`config.mk`:
```
export PLATFORM = sky130hd
export DESIGN_NAME = round_timer_ctrl
export DESIGN_NICKNAME = d
export VERILOG_FILES = /design/src/rtl/round_timer_ctrl.sv
export SDC_FILE = /design/constraint.sdc
export NUM_CORES = 1
export LEC_CHECK = 0
export BUFFER_PORTS_ARGS = -buffer_cell sky130_fd_sc_hd__buf_2
export CAP_MARGIN = 20
export CORE_ASPECT_RATIO = 1.1
export CORE_MARGIN = 10
export CORE_UTILIZATION = 50
export CTS_CLUSTER_DIAMETER = 100
export DETAILED_ROUTE_END_ITERATION = 16
export PLACE_DENSITY = 0.82
export SLEW_MARGIN = 40
export SYNTH_ARGS = -nofsm -noshare
export SYNTH_HDL_FRONTEND = slang
export SYNTH_SLANG_ARGS = --single-unit
```
`constraint.sdc`:
```
create_clock -name clk -period 2.3 [get_ports clk]
set_input_delay 0.69 -clock clk [delete_from_list [all_inputs] [get_ports clk]]
set_output_delay 0.69 -clock clk [all_outputs]
set_load 0.005 [all_outputs]
```
`src/rtl/round_timer_ctrl.sv`:
```
// Round scheduler for the 0-9 s countdown Timer: loads and releases the Timer each round,
// detects hit/miss, accumulates a saturating score and freezes the display during SHOW.
module round_timer_ctrl #(
    parameter int ROUND_SEC  = 4,
    parameter int NUM_ROUNDS = 5,
    parameter int SHOW_CYC   = 25000000,
    parameter int SCORE_W    = 6
) (
    input  logic               clk,
    input  logic               rst_n,
    input  logic               start,
    input  logic               answer,
    input  logic [3:0]         cur_sec,
    output logic               tmr_set,
    output logic [3:0]         tmr_sec,
    output logic [3:0]         round,
    output logic [SCORE_W-1:0] score,
    output logic               hit,
    output logic               miss,
    output logic               busy,
    output logic               done
);

    localparam logic [2:0] S_IDLE = 3'd0;
    localparam logic [2:0] S_LOAD = 3'd1;
    localparam logic [2:0] S_RUN  = 3'd2;
    localparam logic [2:0] S_SHOW = 3'd3;
    localparam logic [2:0] S_DONE = 3'd4;

    localparam int CNT_W = $clog2(SHOW_CYC + 1);
    localparam int SUM_W = ((SCORE_W > 4) ? SCORE_W : 4) + 1;

    localparam logic [3:0]       LOAD_SEC   = 4'(ROUND_SEC);
    localparam logic [3:0]       LAST_ROUND = 4'(NUM_ROUNDS - 1);
    localparam logic [CNT_W-1:0] SHOW_LAST  = CNT_W'(SHOW_CYC - 1);
    localparam logic [SUM_W-1:0] SCORE_MAX  = SUM_W'((64'd1 << SCORE_W) - 64'd1);

    logic [2:0]         state;
    logic [2:0]         state_nxt;
    logic [CNT_W-1:0]   show_cnt;
    logic [3:0]         rem;
    logic [3:0]         rem_nxt;
    logic [SUM_W-1:0]   score_sum;
    logic [SCORE_W-1:0] score_sat;
    logic               game_start;
    logic               run_miss;
    logic               run_hit;
    logic               show_end;
    logic               last_round;

    // A timeout beats a simultaneous answer, so run_hit requires a nonzero cur_sec.
    assign game_start = start && ((state == S_IDLE) || (state == S_DONE));
    assign run_miss   = (state == S_RUN) && (cur_sec == 4'd0);
    assign run_hit    = (state == S_RUN) && (cur_sec != 4'd0) && answer;
    assign show_end   = (state == S_SHOW) && (show_cnt == SHOW_LAST);
    assign last_round = (round == LAST_ROUND);

    always_comb begin
        score_sum = SUM_W'(score) + SUM_W'(cur_sec);
        if (score_sum > SCORE_MAX) begin
            score_sat = {SCORE_W{1'b1}};
        end else begin
            score_sat = score_sum[SCORE_W-1:0];
        end
    end

    always_comb begin
        state_nxt = state;
        case (state)
            S_IDLE:  if (game_start) state_nxt = S_LOAD;
            S_LOAD:  state_nxt = S_RUN;
            S_RUN:   if (run_miss || run_hit) state_nxt = S_SHOW;
            S_SHOW:  if (show_end) state_nxt = last_round ? S_DONE : S_LOAD;
            S_DONE:  if (game_start) state_nxt = S_LOAD;
            default: state_nxt = S_IDLE;
        endcase
    end

    always_comb begin
        rem_nxt = rem;
        if (run_miss) begin
            rem_nxt = 4'd0;
        end else if (run_hit) begin
            rem_nxt = cur_sec;
        end
    end

    always_ff @(posedge clk or negedge rst_n) begin
        if (!rst_n) begin
            state <= S_IDLE;
        end else begin
            state <= state_nxt;
        end
    end

    always_ff @(posedge clk or negedge rst_n) begin
        if (!rst_n) begin
            show_cnt <= '0;
        end else if (run_miss || run_hit) begin
            show_cnt <= '0;
        end else if (state == S_SHOW) begin
            show_cnt <= show_cnt + CNT_W'(1);
        end
    end

    always_ff @(posedge clk or negedge rst_n) begin
        if (!rst_n) begin
            rem <= 4'd0;
        end else begin
            rem <= rem_nxt;
        end
    end

    always_ff @(posedge clk or negedge rst_n) begin
        if (!rst_n) begin
            round <= 4'd0;
        end else if (game_start) begin
            round <= 4'd0;
        end else if (show_end && !last_round) begin
            round <= round + 4'd1;
        end
    end

    always_ff @(posedge clk or negedge rst_n) begin
        if (!rst_n) begin
            score <= '0;
        end else if (game_start) begin
            score <= '0;
        end else if (run_hit) begin
            score <= score_sat;
        end
    end

    always_ff @(posedge clk or negedge rst_n) begin
        if (!rst_n) begin
            hit  <= 1'b0;
            miss <= 1'b0;
        end else begin
            hit  <= run_hit;
            miss <= run_miss;
        end
    end

    // Timer drive follows the state being entered so it is valid in that state's first cycle.
    always_ff @(posedge clk or negedge rst_n) begin
        if (!rst_n) begin
            tmr_set <= 1'b1;
            tmr_sec <= LOAD_SEC;
            busy    <= 1'b0;
            done    <= 1'b0;
        end else begin
            tmr_set <= (state_nxt != S_RUN);
            tmr_sec <= ((state_nxt == S_SHOW) || (state_nxt == S_DONE)) ? rem_nxt : LOAD_SEC;
            busy    <= (state_nxt == S_LOAD) || (state_nxt == S_RUN) || (state_nxt == S_SHOW);
            done    <= (state_nxt == S_DONE);
        end
    end

endmodule

```
==> run_results.csv, run 1 <==
group,metric,value,unit
logic_synthesis,synth-main-ff-cell,"dfrtp_1",
timing,slew_headroom,0.5797,
layout,syn_to_final_growth,12.52,%
logic_synthesis,synth_top_area_cell,"dfrtp_1",
layout,stdcell_count,352,
setup_path,cp-start-kind,"register",
job,maxCapViolations,0,
pwr,p_total,2501,uW
logic_synthesis,yosys_warnings,0,
timing,fin_skew,0.006902,ns
logic_synthesis,async_reset_ff_frac,1.000,
layout,drive_gt1_frac,0.1701,
clock_network,cts_buffers,5,
placement,pre_cts_ws,0.05252,ns
clock_network,clkSlewWorstSetupHoldPaths,0.09,ns
routing,dr.first_iter.drc_count,81,
global_route,grt-ovfl-total,0,
die,pin_count,27,
timing,finalCritPeriodShare,0.9007,
global_route,grt_pass1_wl,9522,um
die,core-area,5000,um2
logic_synthesis,synth.distinct_cells,46,
routing,drc,0,
clock_network,clkLatencyLatePin,0.31,ns
timing,worst_pin_slew,0.6247,ns
die,rows,27,
placement,post-place-cells,343,
routing,wl_per_cell,15.57,um
min_path,min_path_type,"primary input to async pin",
global_route,grt_max_degree,52,
logic_synthesis,synth_nets,275,
clock_network,cts_buffer_depth,2,
timing,drv_slew,0,
die,start_util,0.5118,
layout,fillers,451,
timing,fin_setup_tns,0,ns
setup_path,critPathKind,"register to register",
setup_path,reg2reg_to,"tmr_sec[3]",
routing,first_pass_iters,4,
timing,fmax,482.7,MHz
setup_path,worstSetupEndpointType,"register",
logic_synthesis,synth_top_area_frac,0.4792,
clock_network,cts_tree,"built",
die,die_height,95.03,um
layout,diodes,0,
timing,setup_viol,0,
logic_synthesis,synthCells,259,
logic_synthesis,syn_area,2559,um2
global_route,antenna_found_initial,0,
logic_synthesis,seq_area_frac_synth,0.4998,
routing,routed_wirelength,5481,um
timing,worst_slack,0.2284,ns
logic_synthesis,syn_area_per_cell,9.879,um2
setup_path,r2r_slack,0.23,ns
logic_synthesis,ys_seq_elements,51,
timing,fin_crit,2.072,ns
logic_synthesis,synth_area_leaders,"dfrtp_1 48%, xor2_1 4.8%, nor2_1 4.7%",
routing,vias_per_cell,5.642,
status,status,"completed",
pwr,p_leak,0.001352,uW
layout,final_core_util,0.5758,
clock_network,post_cts_resized,0,
pwr,p_per_area,868.6,nW/um2
clock_network,htreeDepth,2,
timing,finalHoldViolCount,0,
routing,antenna_left,0,
timing,rsz0062_at_grt,"false",
setup_path,worstReg2RegStart,"show_cnt[6]",
clock_network,cts.sinks,51,
die,die-area,8382,um2
clock_network,root_buffer,"clkbuf_8",
global_route,grt.total_usage,0.1416,
layout,nets,309,
pwr,max-vdd-ir-drop,0.4618,mV
placement,gp_congestion,0.7921,
global_route,grt_pass1_vias,1990,
setup_path,arrival,2.27,ns
setup_path,critPathRequiredTime,2.49,ns
routing,vias,1986,
die,die_w,88.21,um
placement,hpwlAfterDp,4113,um
setup_path,reg2regPathDepth,6,
placement,io_buffers,26,
setup_path,worstPathMaxFanout,5,
logic_synthesis,synth_edf_count,0,
-- layout make-up --
type,count,area [um2],share of cell area
clock buffer,6,72.57,0.02521
clock inverter,2,12.51,0.004346
inverter,15,56.30,0.01956
multi-input combinational,186,1196,0.4155
sequential,51,1279,0.4442
tap,58,72.57,0.02521
timing repair buffer,34,190.2,0.06606
-- stage by stage --
step / cell area, um2 / hold slack, ns
6_report: 2879 / 0.4813
5_1_grt: 2879 / 0.5348
4_1_cts: 2872 / 0.5030
3_5_place_dp: 2786 / 0.4902
3_3_place_gp: 2786 / 0.4799
2_1_floorplan: 2559 / 0.3944
-- timing repair --
action,4_1_cts,5_1_grt
setup endpoints to repair,0,4
hold buffers,0,0
setup buffers,0,1
-- kinds of logic after synthesis --
family          Yosys count  share of synthesized area
simple gates            119                     0.2528
fa+ha+maj                 8                    0.04205
xor+xnor                 23                    0.07873
buf+inv                  22                    0.03276
flops                    51                     0.4998
compound gates           35                    0.08998
mux                       1                   0.003912
-- cell usage in the layout (no fill, tap or decap), drive strengths merged, types with 3 or more instances in the layout --
cell type / synthesis / layout
a21oi: 10 / 10
nor2b: 3 / 3
clkbuf: 7 / 6
xor2: 14 / 14
ha: 7 / 7
nor4: 8 / 8
and2: 5 / 5
buf: 0 / 34
dfrtp: 49 / 49
nand4: 11 / 11
nor3: 7 / 7
and3: 5 / 5
or2: 3 / 3
nor2: 32 / 32
inv: 15 / 15
a211oi: 3 / 3
nand2: 19 / 19
o21ai: 9 / 9
nand3: 14 / 14
a31oi: 3 / 3
xnor2: 9 / 9
-- per-layer routing --
metal / share of wire / GRT usage / vias up
met4: 0.019 / 0.04987 / 0
met5: 0 / 0 / -
met1: 0.44 / 0.1711 / 954
met2: 0.50 / 0.2360 / 43
met3: 0.041 / 0.04010 / 12
li1: - / - / 977
-- synthesized netlist by cell type (all sizes together), types with 3 or more instances --
cell    instances
ha              7
nor3            7
a31oi           3
inv            15
clkbuf          7
nand3          14
xor2           14
nor2b           3
nand4          11
a211oi          3
nor2           32
and2            5
nand2          19
a21oi          10
dfrtp          49
nor4            8
xnor2           9
o21ai           9
or2             3
and3            5
-- worst max-delay path, stage by stage, from the launching register on --
cell and delay [ns]:
dfrtp_1 0.45, or4bb_1 0.56, nor4_4 0.22, buf_4 0.18, a211oi_2 0.11, a211oi_2 0.36, nor2b_1 0.08
-- how the worst max path moves through the flow --
stage	slack, ns	cells past startpoint	from	to
6_report	0.23	6	show_cnt[6]	tmr_sec[3]
5_1_grt	0.01	5	state[1]	score[5]
4_1_cts	0.09	5	show_cnt[10]	tmr_sec[3]
3_5_place_dp	0.05	9	cur_sec[0]	score[5]
3_3_place_gp	0.10	5	show_cnt[10]	tmr_sec[3]
2_1_floorplan	0.16	6	cur_sec[1]	show_cnt[19]
-- power breakdown --
part / switching (uW) / internal, uW
registers: 237 / 1120
clock network: 298 / 213
logic: 329 / 306
total: 864 / 1640
-- registers in the layout, indices dropped and copies added, names as in the netlist --
signal and flops:
show_cnt 25, hit 1, tmr_sec 4, miss 1, score 6, rem 4
tmr_set 1, done 1, busy 1, state 3, round 4
No activity file was read; power rests on OpenSTA's default activity.
==> inputs of run 2 (changes only) <==
--- a/config.mk
+++ b/config.mk
@@ -5,6 +5,8 @@
 export SDC_FILE = /design/constraint.sdc
 export NUM_CORES = 1
 export LEC_CHECK = 0
+export ABC_AREA = 1
+export ABC_CLOCK_PERIOD_IN_PS = 2300
 export BUFFER_PORTS_ARGS = -buffer_cell sky130_fd_sc_hd__buf_2
 export CAP_MARGIN = 20
 export CORE_ASPECT_RATIO = 1.1
@@ -12,7 +14,8 @@
 export CORE_UTILIZATION = 50
 export CTS_CLUSTER_DIAMETER = 100
 export DETAILED_ROUTE_END_ITERATION = 16
-export PLACE_DENSITY = 0.82
+export PLACE_DENSITY = 0.81
+export SKIP_CTS_REPAIR_TIMING = 1
 export SLEW_MARGIN = 40
 export SYNTH_ARGS = -nofsm -noshare
 export SYNTH_HDL_FRONTEND = slang
==> run_results.csv, run 2 <==
group,metric,value,unit
clock_network,root_buffer,"clkbuf_8",
layout,final_common_cell,"nand2_1",
job,maxCapViolations,0,
timing,fmax,517.5,MHz
die,core-area,5465,um2
routing,wl_per_cell,14.11,um
clock_network,cts_buffer_depth,2,
timing,fin_crit,1.932,ns
logic_synthesis,synth_top_area_frac,0.4268,
die,die_w,92.27,um
logic_synthesis,syn_area_per_cell,7.640,um2
clock_network,clkSlewWorstSetupHoldPaths,0.10,ns
global_route,grt_max_degree,32,
layout,multi_input_area,1335,um2
logic_synthesis,synth_edf_count,0,
logic_synthesis,seq_area_frac_synth,0.4451,
min_path,min_path_type,"primary input to async pin",
logic_synthesis,synth-main-ff-cell,"dfrtp_1",
layout,nets,426,
timing,worst_pin_slew,0.4969,ns
layout,largest_reg_flops,25,
placement,gp_congestion,0.9202,
logic_synthesis,synth_area_leaders,"dfrtp_1 43%, nand2_1 10%, inv_1 7.4%",
clock_network,htreeDepth,2,
layout,fillers,514,
layout,final_core_util,0.5865,
timing,finalCritPeriodShare,0.8402,
logic_synthesis,synthTopCellsByCount,"79 x nand2_1, 57 x inv_1, 49 x dfrtp_1",
setup_path,worstPathMaxFanout,4,
die,start_util,0.5256,
logic_synthesis,synth_nets,392,
layout,ff_latch_area,1279,um2
timing,fin_setup_tns,0,ns
layout,largest-register,"show_cnt",
setup_path,arrival,2.16,ns
die,pin_count,27,
logic_synthesis,async_reset_ff_frac,1.000,
logic_synthesis,synthCells,376,
placement,pre_cts_ws,0.03493,ns
setup_path,critPathRequiredTime,2.53,ns
layout,drive_gt1_frac,0.1509,
logic_synthesis,synth_most_common_cell,"nand2_1",
routing,dr.first_iter.drc_count,246,
layout,stdcell_count,486,
timing,finalHoldViolCount,0,
logic_synthesis,syn_area,2873,um2
routing,vias,2644,
routing,drc,0,
status,status,"completed",
global_route,grt_pass1_wl,11700,um
logic_synthesis,synth_top_area_cell,"dfrtp_1",
global_route,grt_pass1_vias,2619,
layout,syn_to_final_growth,11.59,%
timing,setup_viol,0,
pwr,max-vdd-ir-drop,0.5536,mV
global_route,grt-ovfl-total,0,
timing,slew_headroom,0.6687,
logic_synthesis,synth.distinct_cells,38,
setup_path,worstSetupEndpointType,"register",
die,rows,28,
pwr,p_leak,0.001603,uW
routing,first_pass_iters,5,
timing,worst_slack,0.3675,ns
placement,hpwlAfterDp,5178,um
placement,io_buffers,26,
clock_network,clkLatencyLatePin,0.31,ns
routing,routed_wirelength,6856,um
die,die-area,9181,um2
global_route,grt.total_usage,0.1516,
clock_network,cts.sinks,51,
setup_path,cp-start-kind,"primary input",
clock_network,cts_buffers,5,
clock_network,cts_tree,"built",
layout,mostFrequentLayoutCells,"79 x nand2_1, 57 x inv_1, 49 x dfrtp_1",
pwr,p_per_area,775.8,nW/um2
placement,post-place-cells,478,
timing,rsz0062_at_grt,"false",
timing,drv_slew,0,
layout,largestRegisters,"show_cnt: 25 flops, score: 6 flops",
timing,fin_skew,0.009715,ns
die,die_height,99.50,um
global_route,antenna_found_initial,0,
routing,vias_per_cell,5.440,
setup_path,critPathKind,"primary input to register",
logic_synthesis,ys_seq_elements,51,
logic_synthesis,yosys_warnings,0,
routing,antenna_left,0,
layout,diodes,0,
[run 2: cell types whose count changed after synthesis, moves of 6 or more]
cell and change:
clkbuf_1 -6, nor2_1 +15, a21oi_1 +7, nor3_1 +6, o21ai_0 +13, inv_1 +42, xnor2_1 -8, nand3_1 +20
xor2_1 -13, nand2_1 +60
[run 2: worst max-delay path, stage by stage]
cell and delay [ns]:
buf_2 0.09, ha_1 0.16, inv_1 0.06, fa_1 0.35, inv_1 0.10, nand3_1 0.08
nand3_1 0.11, nand2_1 0.08, nor2_1 0.23, a21oi_1 0.06, o21ai_0 0.17
[run 2: cells by family (layout without fill, tap and decap cells)]
| logic type | count (synthesis) | in the layout | synth area share |
|---|---|---|---|
| and+or+nand+nor | 200 | 200 | 0.3227 |
| buffers and inverters | 65 | 100 | 0.09016 |
| DFF | 51 | 51 | 0.4451 |
| AOI/OAI and AO/OA | 50 | 50 | 0.09843 |
| adders and majority gates | 8 | 8 | 0.03746 |
| xor gates and xnor gates | 2 | 2 | 0.006099 |
[run 2: path summary, 6_finish.rpt]
check | from | endpoint | slack (ns) | depth (start not counted)
min reg2reg | score[0] | score[0] | 0.52 | 2
max | cur_sec[0] | score[2] | 0.37 | 11
min in group clk | score[0] | score[0] | 0.52 | 2
max reg2reg | score[0] | score[2] | 0.46 | 10
max in group asynchronous | rst_n | show_cnt[19] | 1.44 | 2
min | rst_n | tmr_sec[0] | 0.33 | 1
[run 2: power breakdown]
part / total (uW) / internal (uW) / switching, uW
combinational: 750 / 294 / 456
sequential: 1210 / 1080 / 124
clock: 532 / 218 / 314
[run 2: cell type report]
type                    instances  share of cell area
clock buffers                   5             0.02147
clock inverters                 3            0.007416
inverters                      63             0.07494
multi-input cells             260              0.4165
flip-flops and latches         51              0.3989
well taps                      75             0.02927
repair buffers                 29             0.05152
[run 2: per-stage QoR]
| step | hold slack (ns) | instance area, um2 | power (uW) |
|---|---|---|---|
| CTS | 0.3422 | 3206 | 2501 |
| global placement | 0.4899 | 3113 | 1931 |
| detailed placement | 0.4901 | 3113 | 1963 |
| floorplan | 0.3944 | 2873 | 1706 |
| global route | 0.3418 | 3206 | 2667 |
| finish | 0.3326 | 3206 | 2487 |
[run 2: routing by layer]
layer  track usage  up-vias  routed length [um]
li1              -     1288                   -
met1        0.1682     1233                2829
met2        0.2658      103                3401
met3       0.03985       20                 438
met4       0.06770        0                 185
met5             0        -                   0
